[config.mk]
export PLATFORM = sky130hd
export DESIGN_NAME = riscv_decode_stage
export DESIGN_NICKNAME = d
export VERILOG_FILES = /design/src/rtl/riscv_constants.sv /design/src/rtl/riscv_imm_gen.sv /design/src/rtl/riscv_decode_stage.sv
export SDC_FILE = /design/constraint.sdc
export NUM_CORES = 1
export LEC_CHECK = 0
export BUFFER_PORTS_ARGS = -buffer_cell sky130_fd_sc_hd__clkbuf_2
export CAP_MARGIN = 10
export CORE_ASPECT_RATIO = 1.1
export CORE_MARGIN = 5
export CORE_UTILIZATION = 52
export DETAILED_ROUTE_END_ITERATION = 6
export GPL_ROUTABILITY_DRIVEN = 0
export GPL_TIMING_DRIVEN = 0
export HOLD_SLACK_MARGIN = 0.1
export PLACE_DENSITY_LB_ADDON = 0.25
export SYNTH_ARGS = -nofsm -noshare
export SYNTH_HDL_FRONTEND = slang
export SYNTH_SLANG_ARGS = --single-unit
[constraint.sdc]
create_clock -name clk -period 2.5 [get_ports clk]
set_input_delay 0 -clock clk [delete_from_list [all_inputs] [get_ports clk]]
set_output_delay 0 -clock clk [all_outputs]
set_load 0.02 [all_outputs]
[src/rtl/riscv_constants.sv]
// Shared RV32I decode constants: operand-2 select codes, opcodes and the
// registered decode bundle carried through the decode stage.
package riscv_constants;

  localparam int unsigned XLEN = 32;

  typedef enum logic [2:0] {
    OP2_RS2 = 3'd0,
    OP2_IMI = 3'd1,
    OP2_IMS = 3'd2,
    OP2_IMJ = 3'd3,
    OP2_IMU = 3'd4,
    OP2_X   = 3'd5
  } op2_sel_e;

  localparam logic [6:0] OPC_OP     = 7'b0110011;
  localparam logic [6:0] OPC_BRANCH = 7'b1100011;
  localparam logic [6:0] OPC_OPIMM  = 7'b0010011;
  localparam logic [6:0] OPC_LOAD   = 7'b0000011;
  localparam logic [6:0] OPC_JALR   = 7'b1100111;
  localparam logic [6:0] OPC_STORE  = 7'b0100011;
  localparam logic [6:0] OPC_JAL    = 7'b1101111;
  localparam logic [6:0] OPC_LUI    = 7'b0110111;
  localparam logic [6:0] OPC_AUIPC  = 7'b0010111;

  typedef struct packed {
    logic [XLEN-1:0] pc;
    op2_sel_e        op2_sel;
    logic [4:0]      rs1;
    logic [4:0]      rs2;
    logic [4:0]      rd;
    logic [XLEN-1:0] imm_i;
    logic [XLEN-1:0] imm_s;
    logic [XLEN-1:0] imm_j;
    logic [XLEN-1:0] imm_u;
    logic            illegal;
  } decode_bundle_t;

  localparam decode_bundle_t BUNDLE_RESET = '{
    pc:      '0,
    op2_sel: OP2_X,
    rs1:     '0,
    rs2:     '0,
    rd:      '0,
    imm_i:   '0,
    imm_s:   '0,
    imm_j:   '0,
    imm_u:   '0,
    illegal: 1'b0
  };

  function automatic op2_sel_e op2_sel_of(input logic [6:0] opcode);
    op2_sel_e sel;
    case (opcode)
      OPC_OP, OPC_BRANCH:             sel = OP2_RS2;
      OPC_OPIMM, OPC_LOAD, OPC_JALR:  sel = OP2_IMI;
      OPC_STORE:                      sel = OP2_IMS;
      OPC_JAL:                        sel = OP2_IMJ;
      OPC_LUI, OPC_AUIPC:             sel = OP2_IMU;
      default:                        sel = OP2_X;
    endcase
    return sel;
  endfunction

endpackage

[src/rtl/riscv_imm_gen.sv]
// Combinational RV32I immediate extraction; every format is produced for
// every instruction, the consumer picks via the operand-2 select.
module riscv_imm_gen
  import riscv_constants::*;
(
  input  logic [31:7]     inst_i,
  output logic [XLEN-1:0] imm_i_o,
  output logic [XLEN-1:0] imm_s_o,
  output logic [XLEN-1:0] imm_j_o,
  output logic [XLEN-1:0] imm_u_o
);

  assign imm_i_o = {{20{inst_i[31]}}, inst_i[31:20]};
  assign imm_s_o = {{20{inst_i[31]}}, inst_i[31:25], inst_i[11:7]};
  assign imm_j_o = {{12{inst_i[31]}}, inst_i[19:12], inst_i[20], inst_i[30:21], 1'b0};
  assign imm_u_o = {inst_i[31:12], 12'b0};

endmodule

[src/rtl/riscv_decode_stage.sv]
// RV32I decode stage: operand-2 class and immediates, registered behind a
// 2-entry skid buffer so in_ready is a flop and throughput is one per cycle.
module riscv_decode_stage
  import riscv_constants::*;
#(
  parameter int unsigned WORD_LENGTH = 32
) (
  input  logic                   clk,
  input  logic                   rst,
  input  logic                   flush,
  input  logic                   in_valid,
  output logic                   in_ready,
  input  logic [WORD_LENGTH-1:0] in_inst,
  input  logic [WORD_LENGTH-1:0] in_pc,
  output logic                   out_valid,
  input  logic                   out_ready,
  output logic [WORD_LENGTH-1:0] out_pc,
  output op2_sel_e               out_op2_sel,
  output logic [4:0]             out_rs1_addr,
  output logic [4:0]             out_rs2_addr,
  output logic [4:0]             out_rd_addr,
  output logic [WORD_LENGTH-1:0] out_imm_i_sext,
  output logic [WORD_LENGTH-1:0] out_imm_s_sext,
  output logic [WORD_LENGTH-1:0] out_imm_j_sext,
  output logic [WORD_LENGTH-1:0] out_imm_u_sext,
  output logic                   out_illegal
);

  typedef enum logic [1:0] {
    EMPTY = 2'd0,
    ONE   = 2'd1,
    FULL  = 2'd2
  } state_e;

  state_e         state_q, state_d;
  decode_bundle_t main_q, main_d;
  decode_bundle_t skid_q, skid_d;
  decode_bundle_t dec;
  logic           in_ready_q;
  logic           accept, retire;
  logic [XLEN-1:0] imm_i, imm_s, imm_j, imm_u;

  riscv_imm_gen u_imm_gen (
    .inst_i  (in_inst[31:7]),
    .imm_i_o (imm_i),
    .imm_s_o (imm_s),
    .imm_j_o (imm_j),
    .imm_u_o (imm_u)
  );

  always_comb begin
    dec         = BUNDLE_RESET;
    dec.pc      = in_pc;
    dec.op2_sel = op2_sel_of(in_inst[6:0]);
    dec.rs1     = in_inst[19:15];
    dec.rs2     = in_inst[24:20];
    dec.rd      = in_inst[11:7];
    dec.imm_i   = imm_i;
    dec.imm_s   = imm_s;
    dec.imm_j   = imm_j;
    dec.imm_u   = imm_u;
    dec.illegal = (dec.op2_sel == OP2_X);
  end

  assign in_ready  = in_ready_q;
  assign out_valid = (state_q != EMPTY);
  assign accept    = in_valid && in_ready_q;
  assign retire    = out_valid && out_ready;

  // Flush wins over everything; a coincident retire has already been seen
  // by execute, so dropping the entry here completes it.
  always_comb begin
    state_d = state_q;
    main_d  = main_q;
    skid_d  = skid_q;
    if (flush) begin
      state_d = EMPTY;
    end else begin
      case (state_q)
        EMPTY: begin
          if (accept) begin
            main_d  = dec;
            state_d = ONE;
          end
        end
        ONE: begin
          if (accept && !retire) begin
            skid_d  = dec;
            state_d = FULL;
          end else if (accept && retire) begin
            main_d  = dec;
          end else if (retire) begin
            state_d = EMPTY;
          end
        end
        FULL: begin
          if (retire) begin
            main_d  = skid_q;
            state_d = ONE;
          end
        end
        default: state_d = EMPTY;
      endcase
    end
  end

  always_ff @(posedge clk) begin
    if (rst) begin
      state_q    <= EMPTY;
      main_q     <= BUNDLE_RESET;
      skid_q     <= BUNDLE_RESET;
      in_ready_q <= 1'b1;
    end else begin
      state_q    <= state_d;
      main_q     <= main_d;
      skid_q     <= skid_d;
      in_ready_q <= (state_d != FULL);
    end
  end

  assign out_pc         = main_q.pc;
  assign out_op2_sel    = main_q.op2_sel;
  assign out_rs1_addr   = main_q.rs1;
  assign out_rs2_addr   = main_q.rs2;
  assign out_rd_addr    = main_q.rd;
  assign out_imm_i_sext = main_q.imm_i;
  assign out_imm_s_sext = main_q.imm_s;
  assign out_imm_j_sext = main_q.imm_j;
  assign out_imm_u_sext = main_q.imm_u;
  assign out_illegal    = main_q.illegal;

endmodule

==> results of run 1 <==
stage by stage:
stage,cells,util [%],instance area [sq um],hold WS (ps)
final,1256,78.01,8589,122.3
after CTS,1256,78.00,8588,102.5
after global routing,1256,78.01,8589,131.0
after global placement,1156,66.22,7291,239.1
after floorplan,775,-,5936,79.31
after detailed placement,1156,66.23,7292,242.3
worst min path at each step:
stage	slack (ps)	endpoint	cells after the start	start
2_1_floorplan	80	state_q[0]$_SDFF_PP0_	1	flush
3_3_place_gp	240	skid_q[160]$_SDFFE_PP0P_	3	in_pc[13]
3_5_place_dp	240	skid_q[165]$_SDFFE_PP0P_	3	in_pc[18]
4_1_cts	100	skid_q[144]$_SDFFE_PP1P_	4	in_inst[3]
5_1_grt	130	skid_q[144]$_SDFFE_PP1P_	4	in_inst[3]
6_report	120	skid_q[144]$_SDFFE_PP1P_	4	in_inst[3]
sequential cells by signal, summed over array words and instances (netlist names), 3 cells and up:
register	count
out_imm_i_sext	8
out_imm_j_sext	4
out_op2_sel	3
out_pc	32
out_rd_addr	4
out_rs1_addr	4
out_rs2_addr	4
skid_q	61
layer usage:
layer	wire, um	global-route usage, %
met5	0	0
met4	369	9.049
met3	1421	7.203
met2	9570	47.74
met1	7402	31.30
Yosys cell counts (3+ instances only):
cell      instances  area [sq um]
nand2_1         235         882.1
nor2_1           68         255.2
a211oi_1          3         22.52
a21oi_1          60         300.3
buf_4           118         885.9
buf_6             3         33.78
buf_2            17         85.08
clkbuf_1         35         131.4
a311oi_1         59         516.8
dfxtp_1         125          2502
nand2b_1          4         25.02
nor3_1            3         15.01
cells by family after synthesis:
family                    Yosys count
DFF                               125
xor gates and xnor gates            1
other                               1
and+or+nand+nor                   326
buffers and inverters             175
AOI/OAI and AO/OA                 135
critical path: cells and delay by family, from the launching register on:
kind / cells / cell delay [ps]
buffers and inverters: 3 / 1000
AND/OR/NAND/NOR: 3 / 660
flip-flops: 1 / 360
AO/OA/AOI/OAI: 1 / 80
cell type report:
cell class                      instances  area, sq um  area share (%)
Sequential cell                       125         2504           29.15
Multi-Input combinational cell        475         2290           26.66
Timing Repair Buffer                  303         1862           21.68
Buffer                                173         1137           13.24
Clock buffer                           20        436.7           5.084
Tap cell                              147        183.9           2.141
Clock inverter                         11        168.9           1.966
Inverter                                2        7.507         0.08740
power by group:
group,leakage [nW],switching (mW),internal (mW)
Combinational,2.74,0.586,0.471
Sequential,1.02,0.0781,2.07
Clock,0.282,0.877,1.66
Total,4.04,1.54,4.20
what timing repair did:
item                       4_1_cts  5_1_grt
hold endpoints to repair       124        0
hold buffers                    69        0
gates resized for setup          0        2
setup endpoints to repair        0        1
==> results.sh, run 1 <==
export IMPL_grt_antenna_before_repair=0
export IMPL_die_h_um=121.6
export IMPL_tightestPinTransition_ps=907.8
export IMPL_fin_ws_ps=287.5
export IMPL_setup_worst_path_end_class="flip-flop"
export IMPL_compound_gate_portion_of_the_synthesized_area_pct=15.95
export IMPL_initial_core_util_pct=53.50
export IMPL_instance_count_of_the_mapped_netlist=763
export IMPL_antenna_cells_inserted=0
export IMPL_grt_ovfl_total=0
export IMPL_synth_avg_cell_area_sq_um=7.720
export IMPL_share_of_post_route_cells_with_drive_strength_above_1_pct=36.52
export IMPL_post_synthesis_to_final_layout_area_growth_pct=45.82
export IMPL_finalSetupViolCount=0
export IMPL_timing_critical_path_slowest_cell_delay_ps=590
export IMPL_period_share_pct=88.50
export IMPL_largest_net_degree_at_the_start_of_global_routing=57
export IMPL_worst_setup_path_type="reg -> reg"
export IMPL_worst_path_max_delay_cell="dlygate4sd3_1"
export IMPL_fin_worst_skew_ps=12.70
export IMPL_global_route_wire_length_before_repair_mm=29.77
export IMPL_detail_route_wl_per_cell_um=14.94
export IMPL_irDropWorstVdd_v=0.0004937
export IMPL_dieArea_sq_um=13560
export IMPL_max_slew_margin_rel_pct=39.48
export IMPL_routed_via_count=6241
export IMPL_ys_ff_latch=125
export IMPL_run_status="finished, final reports clean"
export IMPL_timing_final_hold_violations=0
export IMPL_synth_edf_count=0
export IMPL_yosysUniqueCellTypes=37
export IMPL_num_fill_cells=815
export IMPL_worstPathCellList="nand3b_1, or3_1, clkbuf_1, buf_2, nor2_1, a211oi_1, dlygate4sd3_1"
export IMPL_cp_data_required_time_ps=2790
export IMPL_clockBufferDepth=2
export IMPL_top_level_ports=250
export IMPL_r2r_worst_path_cells=7
export IMPL_detailedPlacementHpwl_mm=12.70
export IMPL_cts_htree_levels=4
export IMPL_viasPerCell=4.969
export IMPL_rsz0062_at_grt="no"
export IMPL_critical_path_arrival_ps=2500
export IMPL_cellLeakagePower_nw=4.038
export IMPL_most_used_cells_in_the_layout_excluding_fill_and_tap_cells="nand2_1, clkbuf_2, dfxtp_1"
export IMPL_clk_pin_slew_worst_paths_ps=60
export IMPL_fin_total_pwr_mw=5.744
export IMPL_crit_reg2reg_launch="state_q[1]$_SDFF_PP0_"
export IMPL_holdCritPathClass="in -> reg"
export IMPL_synth_simple_gate_area_share_pct=21.94
export IMPL_reg2reg_setup_slack_ps=290
export IMPL_post_cts_setup_buffer_count=0
export IMPL_placementRows=40
export IMPL_crit_fanout=10
export IMPL_synth_top_family_by_area="simple AND/OR/NAND/NOR gates"
export IMPL_route_final_wire_length_mm=18.76
export IMPL_max_cap_viols=0
export IMPL_detailedRoute_firstIterationViolations=440
export IMPL_startpoint_type="flip-flop"
export IMPL_cts_inserted_buffers=17
export IMPL_tns_ps=0
export IMPL_timing_rr_end="skid_q[0]$_SDFFE_PP0P_"
export IMPL_final_max_slew_viol_count=0
export IMPL_synthXorXnorAreaFrac_pct=0.1487
export IMPL_coreArea_sq_um=11010
export IMPL_netlist_area_sq_um=5891
export IMPL_place_worst_setup_slack_ps=631.6
export IMPL_worstSetupStartpoint="state_q[1]$_SDFF_PP0_"
export IMPL_place_port_buffers=234
export IMPL_synth_adder_area_share_pct=0
export IMPL_max_freq_ghz=0.4520
export IMPL_cell_area_power_density_nw_per_um2=668.7
export IMPL_route_detailed_drc=0
export IMPL_clk_root_buffer_cell="clkbuf_16"
export IMPL_timing_final_crit_period_ps=2213
export IMPL_floorplan_die_width_um=111.5
export IMPL_count_of_nets_left_with_antenna_violations_after_detail_routing=0
export IMPL_dr_pass1_iters=5
export IMPL_synth_area_mux_share_pct=0
export IMPL_synth_async_sr_flop_share_pct=0
export IMPL_synth_warning_count=0
export IMPL_crit_end="skid_q[0]$_SDFFE_PP0P_"
export IMPL_yosys_most_used_dff="dfxtp_1"
export IMPL_tritoncts_clock_tree="yes"
export IMPL_synth_sequential_area_ratio_pct=42.48
export IMPL_grt_util_all_layers_pct=26.82
export IMPL_finalNetCount=1166
export IMPL_clk_insertion_delay_late_ps=410
export IMPL_vias_in_the_first_global_route=5980
export IMPL_cts_sink_count=125
Note: power is estimated with default switching activity, not from simulation.
==> run 2, diff against run 1 <==
--- a/config.mk
+++ b/config.mk
@@ -9,7 +9,7 @@
 export CAP_MARGIN = 10
 export CORE_ASPECT_RATIO = 1.1
 export CORE_MARGIN = 5
-export CORE_UTILIZATION = 52
+export CORE_UTILIZATION = 48
 export DETAILED_ROUTE_END_ITERATION = 6
 export GPL_ROUTABILITY_DRIVEN = 0
 export GPL_TIMING_DRIVEN = 0
@@ -18,3 +18,4 @@
 export SYNTH_ARGS = -nofsm -noshare
 export SYNTH_HDL_FRONTEND = slang
 export SYNTH_SLANG_ARGS = --single-unit
+export TNS_END_PERCENT = 30
==> results.sh, run 2 (synthesized netlist as in run 1, its figures left out) <==
export IMPL_post_cts_resized_instances=0
export IMPL_detail_route_wl_per_cell_um=14.21
export IMPL_place_port_buffers=234
export IMPL_floorplan_die_width_um=115.6
export IMPL_layout_cells_most_common="nand2_1"
export IMPL_grt_antenna_before_repair=0
export IMPL_initial_core_util_pct=48.95
export IMPL_final_core_util_pct=71.38
export IMPL_clk_root_buffer_cell="clkbuf_16"
export IMPL_min_delay_path_depth=4
export IMPL_finalSetupViolCount=0
export IMPL_cts_htree_levels=4
export IMPL_dr_pass1_iters=7
export IMPL_tritoncts_clock_tree="yes"
export IMPL_worst_setup_path_type="reg -> reg"
export IMPL_die_h_um=126.2
export IMPL_final_max_slew_viol_count=0
export IMPL_timing_final_hold_violations=0
export IMPL_viasPerCell=4.833
export IMPL_r2r_worst_path_cells=7
export IMPL_rsz0062_at_grt="no"
export IMPL_largest_register="skid_q"
export IMPL_final_cells=1262
export IMPL_largest_reg_flops=61
export IMPL_dieArea_sq_um=14590
export IMPL_global_route_wire_length_before_repair_mm=27.99
export IMPL_antenna_cells_inserted=0
export IMPL_max_slew_margin_rel_pct=41.38
export IMPL_tightestPinTransition_ps=879.3
export IMPL_timing_final_crit_period_ps=2221
export IMPL_count_of_nets_left_with_antenna_violations_after_detail_routing=0
export IMPL_critical_path_top_delay_family="buffers and inverters"
export IMPL_timing_rr_end="skid_q[0]$_SDFFE_PP0P_"
export IMPL_largest_net_degree_at_the_start_of_global_routing=57
export IMPL_detailedRoute_firstIterationViolations=375
export IMPL_routed_via_count=6099
export IMPL_post_synthesis_to_final_layout_area_growth_pct=45.82
export IMPL_worstPathCellList="nand3b_1, or3_1, clkbuf_1, buf_2, nor2_1, a211oi_1, dlygate4sd3_1"
export IMPL_fin_total_pwr_mw=5.704
export IMPL_cellLeakagePower_nw=4.042
export IMPL_period_share_pct=88.86
export IMPL_finalNetCount=1165
export IMPL_clockBufferDepth=2
export IMPL_hold_start="in_inst[3]"
export IMPL_clk_insertion_delay_late_ps=410
export IMPL_cts_hold_repair_buffers=68
export IMPL_worstSetupStartpoint="state_q[1]$_SDFF_PP0_"
export IMPL_worst_path_max_delay_cell="dlygate4sd3_1"
export IMPL_placementRows=42
export IMPL_cell_area_power_density_nw_per_um2=664.1
export IMPL_most_used_cells_in_the_layout_excluding_fill_and_tap_cells="nand2_1, clkbuf_2, dfxtp_1"
export IMPL_route_detailed_drc=2
export IMPL_grt_util_all_layers_pct=23.75
export IMPL_grt_ovfl_total=0
export IMPL_cp_num_buf_inv=3
export IMPL_cp_data_required_time_ps=2790
export IMPL_route_final_wire_length_mm=17.93
export IMPL_min_delay_endpoint="skid_q[144]$_SDFFE_PP1P_"
export IMPL_clk_pin_slew_worst_paths_ps=50
export IMPL_coreArea_sq_um=12030
export IMPL_tns_ps=0
export IMPL_cts_inserted_buffers=17
export IMPL_holdCritPathClass="in -> reg"
export IMPL_detailedPlacementHpwl_mm=12.64
export IMPL_setup_worst_path_end_class="flip-flop"
export IMPL_critical_path_arrival_ps=2510
export IMPL_cell_area_after_layout_sq_um=8589
export IMPL_timing_critical_path_slowest_cell_delay_ps=590
export IMPL_failed_checks="DRC"
export IMPL_fin_worst_skew_ps=7.662
export IMPL_placed_cells=1163
export IMPL_dp_area_sq_um=7301
export IMPL_vias_in_the_first_global_route=5536
export IMPL_startpoint_type="flip-flop"
export IMPL_post_cts_setup_buffer_count=0
export IMPL_crit_fanout=10
export IMPL_max_cap_viols=0
export IMPL_max_freq_ghz=0.4502
export IMPL_top_level_ports=250
export IMPL_irDropWorstVdd_v=0.0004736
export IMPL_share_of_post_route_cells_with_drive_strength_above_1_pct=36.73
export IMPL_run_status="finished, violations left"
export IMPL_cts_sink_count=125
export IMPL_crit_reg2reg_launch="state_q[1]$_SDFF_PP0_"
export IMPL_reg2reg_setup_slack_ps=280
-- run 2: worst max path at each step --
stage                                            to  slack [ps]  cells past startpoint
finish                       skid_q[0]$_SDFFE_PP0P_         280                      7
floorplan           out_imm_i_sext[30]$_SDFFE_PP0P_         760                      2
detailed placement          out_pc[27]$_SDFFE_PP0P_         680                      5
global placement    out_imm_i_sext[30]$_SDFFE_PP0P_         650                      2
CTS                           state_q[0]$_SDFF_PP0_         280                      6
global route                 skid_q[0]$_SDFFE_PP0P_         140                      7
-- run 2: layer usage --
layer | up-vias | share of wire, % | GRT usage [%]
met1 | 2739 | 40 | 30.34
met3 | 27 | 8.0 | 5.710
met4 | 0 | 1.7 | 7.304
met2 | 253 | 50 | 39.54
li1 | 3080 | - | -
met5 | - | 0 | 0
-- run 2: final cells by class --
cell class / instances / area [sq um]
fill: 976 / 3445
sequential: 125 / 2504
multi-input combinational: 475 / 2290
timing repair buffer: 302 / 1852
buffer: 173 / 1136
clock buffer: 20 / 466.7
tap: 154 / 192.7
clock inverter: 11 / 141.4
inverter: 2 / 7.507
-- run 2: per-stage QoR --
step	worst slack (ps)	hold slack, ps
after global routing	143.3	179.4
after detailed placement	676.0	245.2
after CTS	284.0	105.2
final	278.6	124.6
after global placement	645.9	239.4
after floorplan	759.6	79.31
-- run 2: worst min-delay path, stage by stage --
cell and delay (ps):
clkbuf_2 150, nor2_1 80, and3_1 160, o21bai_1 100
-- run 2: power by group --
part / switching, mW / internal (mW) / total, mW / leakage, nW
clock: 0.873 / 1.63 / 2.51 / 0.294
sequential: 0.0729 / 2.07 / 2.15 / 1.02
combinational: 0.580 / 0.470 / 1.05 / 2.73
total: 1.53 / 4.18 / 5.70 / 4.04
==> run 3, diff against run 2 <==
--- a/config.mk
+++ b/config.mk
@@ -14,6 +14,7 @@
 export GPL_ROUTABILITY_DRIVEN = 0
 export GPL_TIMING_DRIVEN = 0
 export HOLD_SLACK_MARGIN = 0.1
+export MAX_ROUTING_LAYER = met4
 export PLACE_DENSITY_LB_ADDON = 0.25
 export SYNTH_ARGS = -nofsm -noshare
 export SYNTH_HDL_FRONTEND = slang
==> constraint.sdc (replaced) <==
create_clock -name clk -period 2.58 [get_ports clk]
set_input_delay 0 -clock clk [delete_from_list [all_inputs] [get_ports clk]]
set_output_delay 0 -clock clk [all_outputs]
set_load 0.02 [all_outputs]
==> results.sh, run 3 (synthesized netlist as in run 1, its figures left out) <==
export IMPL_irDropWorstVdd_v=0.0004568
export IMPL_timing_critical_path_slowest_cell_delay_ps=590
export IMPL_max_freq_ghz=0.4495
export IMPL_cp_data_required_time_ps=2870
export IMPL_critical_path_top_delay_family="buffers and inverters"
export IMPL_worst_setup_path_type="reg -> reg"
export IMPL_max_cap_viols=0
export IMPL_crit_fanout=10
export IMPL_cts_sink_count=125
export IMPL_min_delay_path_depth=4
export IMPL_count_of_nets_left_with_antenna_violations_after_detail_routing=0
export IMPL_largest_register="skid_q"
export IMPL_worst_path_max_delay_cell="dlygate4sd3_1"
export IMPL_startpoint_type="flip-flop"
export IMPL_timing_final_hold_violations=0
export IMPL_detailedPlacementHpwl_mm=12.64
export IMPL_run_status="finished, final reports clean"
export IMPL_cellLeakagePower_nw=4.042
export IMPL_post_cts_setup_buffer_count=0
export IMPL_tightestPinTransition_ps=892.1
export IMPL_top_level_ports=250
export IMPL_largest_reg_flops=61
export IMPL_cts_htree_levels=4
export IMPL_finalNetCount=1165
export IMPL_grt_util_all_layers_pct=24.45
export IMPL_coreArea_sq_um=12030
export IMPL_share_of_post_route_cells_with_drive_strength_above_1_pct=36.73
export IMPL_tritoncts_clock_tree="yes"
export IMPL_period_share_pct=86.23
export IMPL_final_core_util_pct=71.38
export IMPL_most_used_cells_in_the_layout_excluding_fill_and_tap_cells="nand2_1, clkbuf_2, dfxtp_1"
export IMPL_route_final_wire_length_mm=17.96
export IMPL_fin_worst_skew_ps=6.015
export IMPL_clk_pin_slew_worst_paths_ps=50
export IMPL_holdCritPathClass="in -> reg"
export IMPL_post_synthesis_to_final_layout_area_growth_pct=45.82
export IMPL_initial_core_util_pct=48.95
export IMPL_timing_final_crit_period_ps=2225
export IMPL_setup_worst_path_end_class="flip-flop"
export IMPL_grt_antenna_before_repair=0
export IMPL_dieArea_sq_um=14590
export IMPL_largest_net_degree_at_the_start_of_global_routing=57
export IMPL_cp_num_buf_inv=3
export IMPL_rsz0062_at_grt="no"
export IMPL_floorplan_die_width_um=115.6
export IMPL_detailedRoute_firstIterationViolations=369
export IMPL_num_fill_cells=976
export IMPL_critical_path_arrival_ps=2520
export IMPL_place_port_buffers=234
export IMPL_global_route_wire_length_before_repair_mm=27.97
export IMPL_clk_root_buffer_cell="clkbuf_16"
export IMPL_fin_total_pwr_mw=5.529
export IMPL_placementRows=42
export IMPL_antenna_cells_inserted=0
export IMPL_grt_ovfl_total=0
export IMPL_finalSetupViolCount=0
export IMPL_final_max_slew_viol_count=0
export IMPL_route_detailed_drc=0
export IMPL_worstPathCellList="nand3b_1, or3_1, clkbuf_1, buf_2, nor2_1, a211oi_1, dlygate4sd3_1"
export IMPL_die_h_um=126.2
export IMPL_r2r_worst_path_cells=7
export IMPL_cell_area_power_density_nw_per_um2=643.7
export IMPL_dr_pass1_iters=6
export IMPL_max_slew_margin_rel_pct=40.53
export IMPL_viasPerCell=4.829
export IMPL_tns_ps=0
export IMPL_clk_insertion_delay_late_ps=410
export IMPL_cts_inserted_buffers=17
export IMPL_vias_in_the_first_global_route=5526
export IMPL_crit_cells=7
export IMPL_routed_via_count=6094
export IMPL_layout_cells_most_common="nand2_1"
export IMPL_clockBufferDepth=2
export IMPL_detail_route_wl_per_cell_um=14.23
-- run 3: cell counts in the layout (fill, tap and decap cells not counted) --
Identical to the previous run, type by type.
-- run 3: final cells by class --
class	count	area, sq um	area share, %
clock inverters	11	141.4	1.646
repair buffers	302	1852	21.56
plain buffers	173	1136	13.23
clock buffers	20	466.7	5.433
inverters	2	7.507	0.08740
well taps	154	192.7	2.243
flip-flops and latches	125	2504	29.15
multi-input cells	475	2290	26.66
-- run 3: per-stage QoR --
step | hold slack (ps) | setup slack, ps | area (sq um) | std cells
final | 122.4 | 355.2 | 8589 | 1262
after global routing | 178.7 | 223.8 | 8589 | 1262
after CTS | 105.2 | 364.0 | 8589 | 1262
after detailed placement | 245.2 | 756.0 | 7301 | 1163
after global placement | 239.4 | 725.9 | 7300 | 1163
after floorplan | 79.31 | 839.6 | 5936 | 775
-- run 3: report_power, final --
part | leakage, nW | internal, mW | total, mW | switching, mW
logic | 2.73 | 0.455 | 1.02 | 0.563
registers | 1.02 | 2.01 | 2.08 | 0.0710
clock network | 0.294 | 1.58 | 2.43 | 0.847
total | 4.04 | 4.05 | 5.53 | 1.48
-- run 3: layer usage --
layer,GRT usage [%],routed length [um],up-vias
li1,-,-,3080
met1,30.49,7406,2727
met2,39.68,8913,256
met3,5.902,1337,31
met4,6.485,301,0
met5,-,0,-
-- run 3: worst register-to-register path: cells and delay by family (launching register included) --
family / cells / cell delay (ps)
buffers and inverters: 3 / 990
and+or+nand+nor: 3 / 690
DFF: 1 / 350
AOI/OAI and AO/OA: 1 / 90
-- run 3: what timing repair did --
action	4_1_cts	5_1_grt
gates resized for setup	0	0
hold endpoints to repair	124	0
hold buffers	68	0
-- run 3: path summary, 6_finish.rpt --
| check | to | slack [ps] | from |
|---|---|---|---|
| worst max-delay path | skid_q[0]$_SDFFE_PP0P_ | 360 | state_q[1]$_SDFF_PP0_ |
| worst min-delay path | skid_q[144]$_SDFFE_PP1P_ | 120 | in_inst[3] |
| worst max register to register | skid_q[0]$_SDFFE_PP0P_ | 360 | state_q[1]$_SDFF_PP0_ |
| worst min register to register | skid_q[150]$_SDFFE_PP0P_ | 450 | skid_q[150]$_SDFFE_PP0P_ |
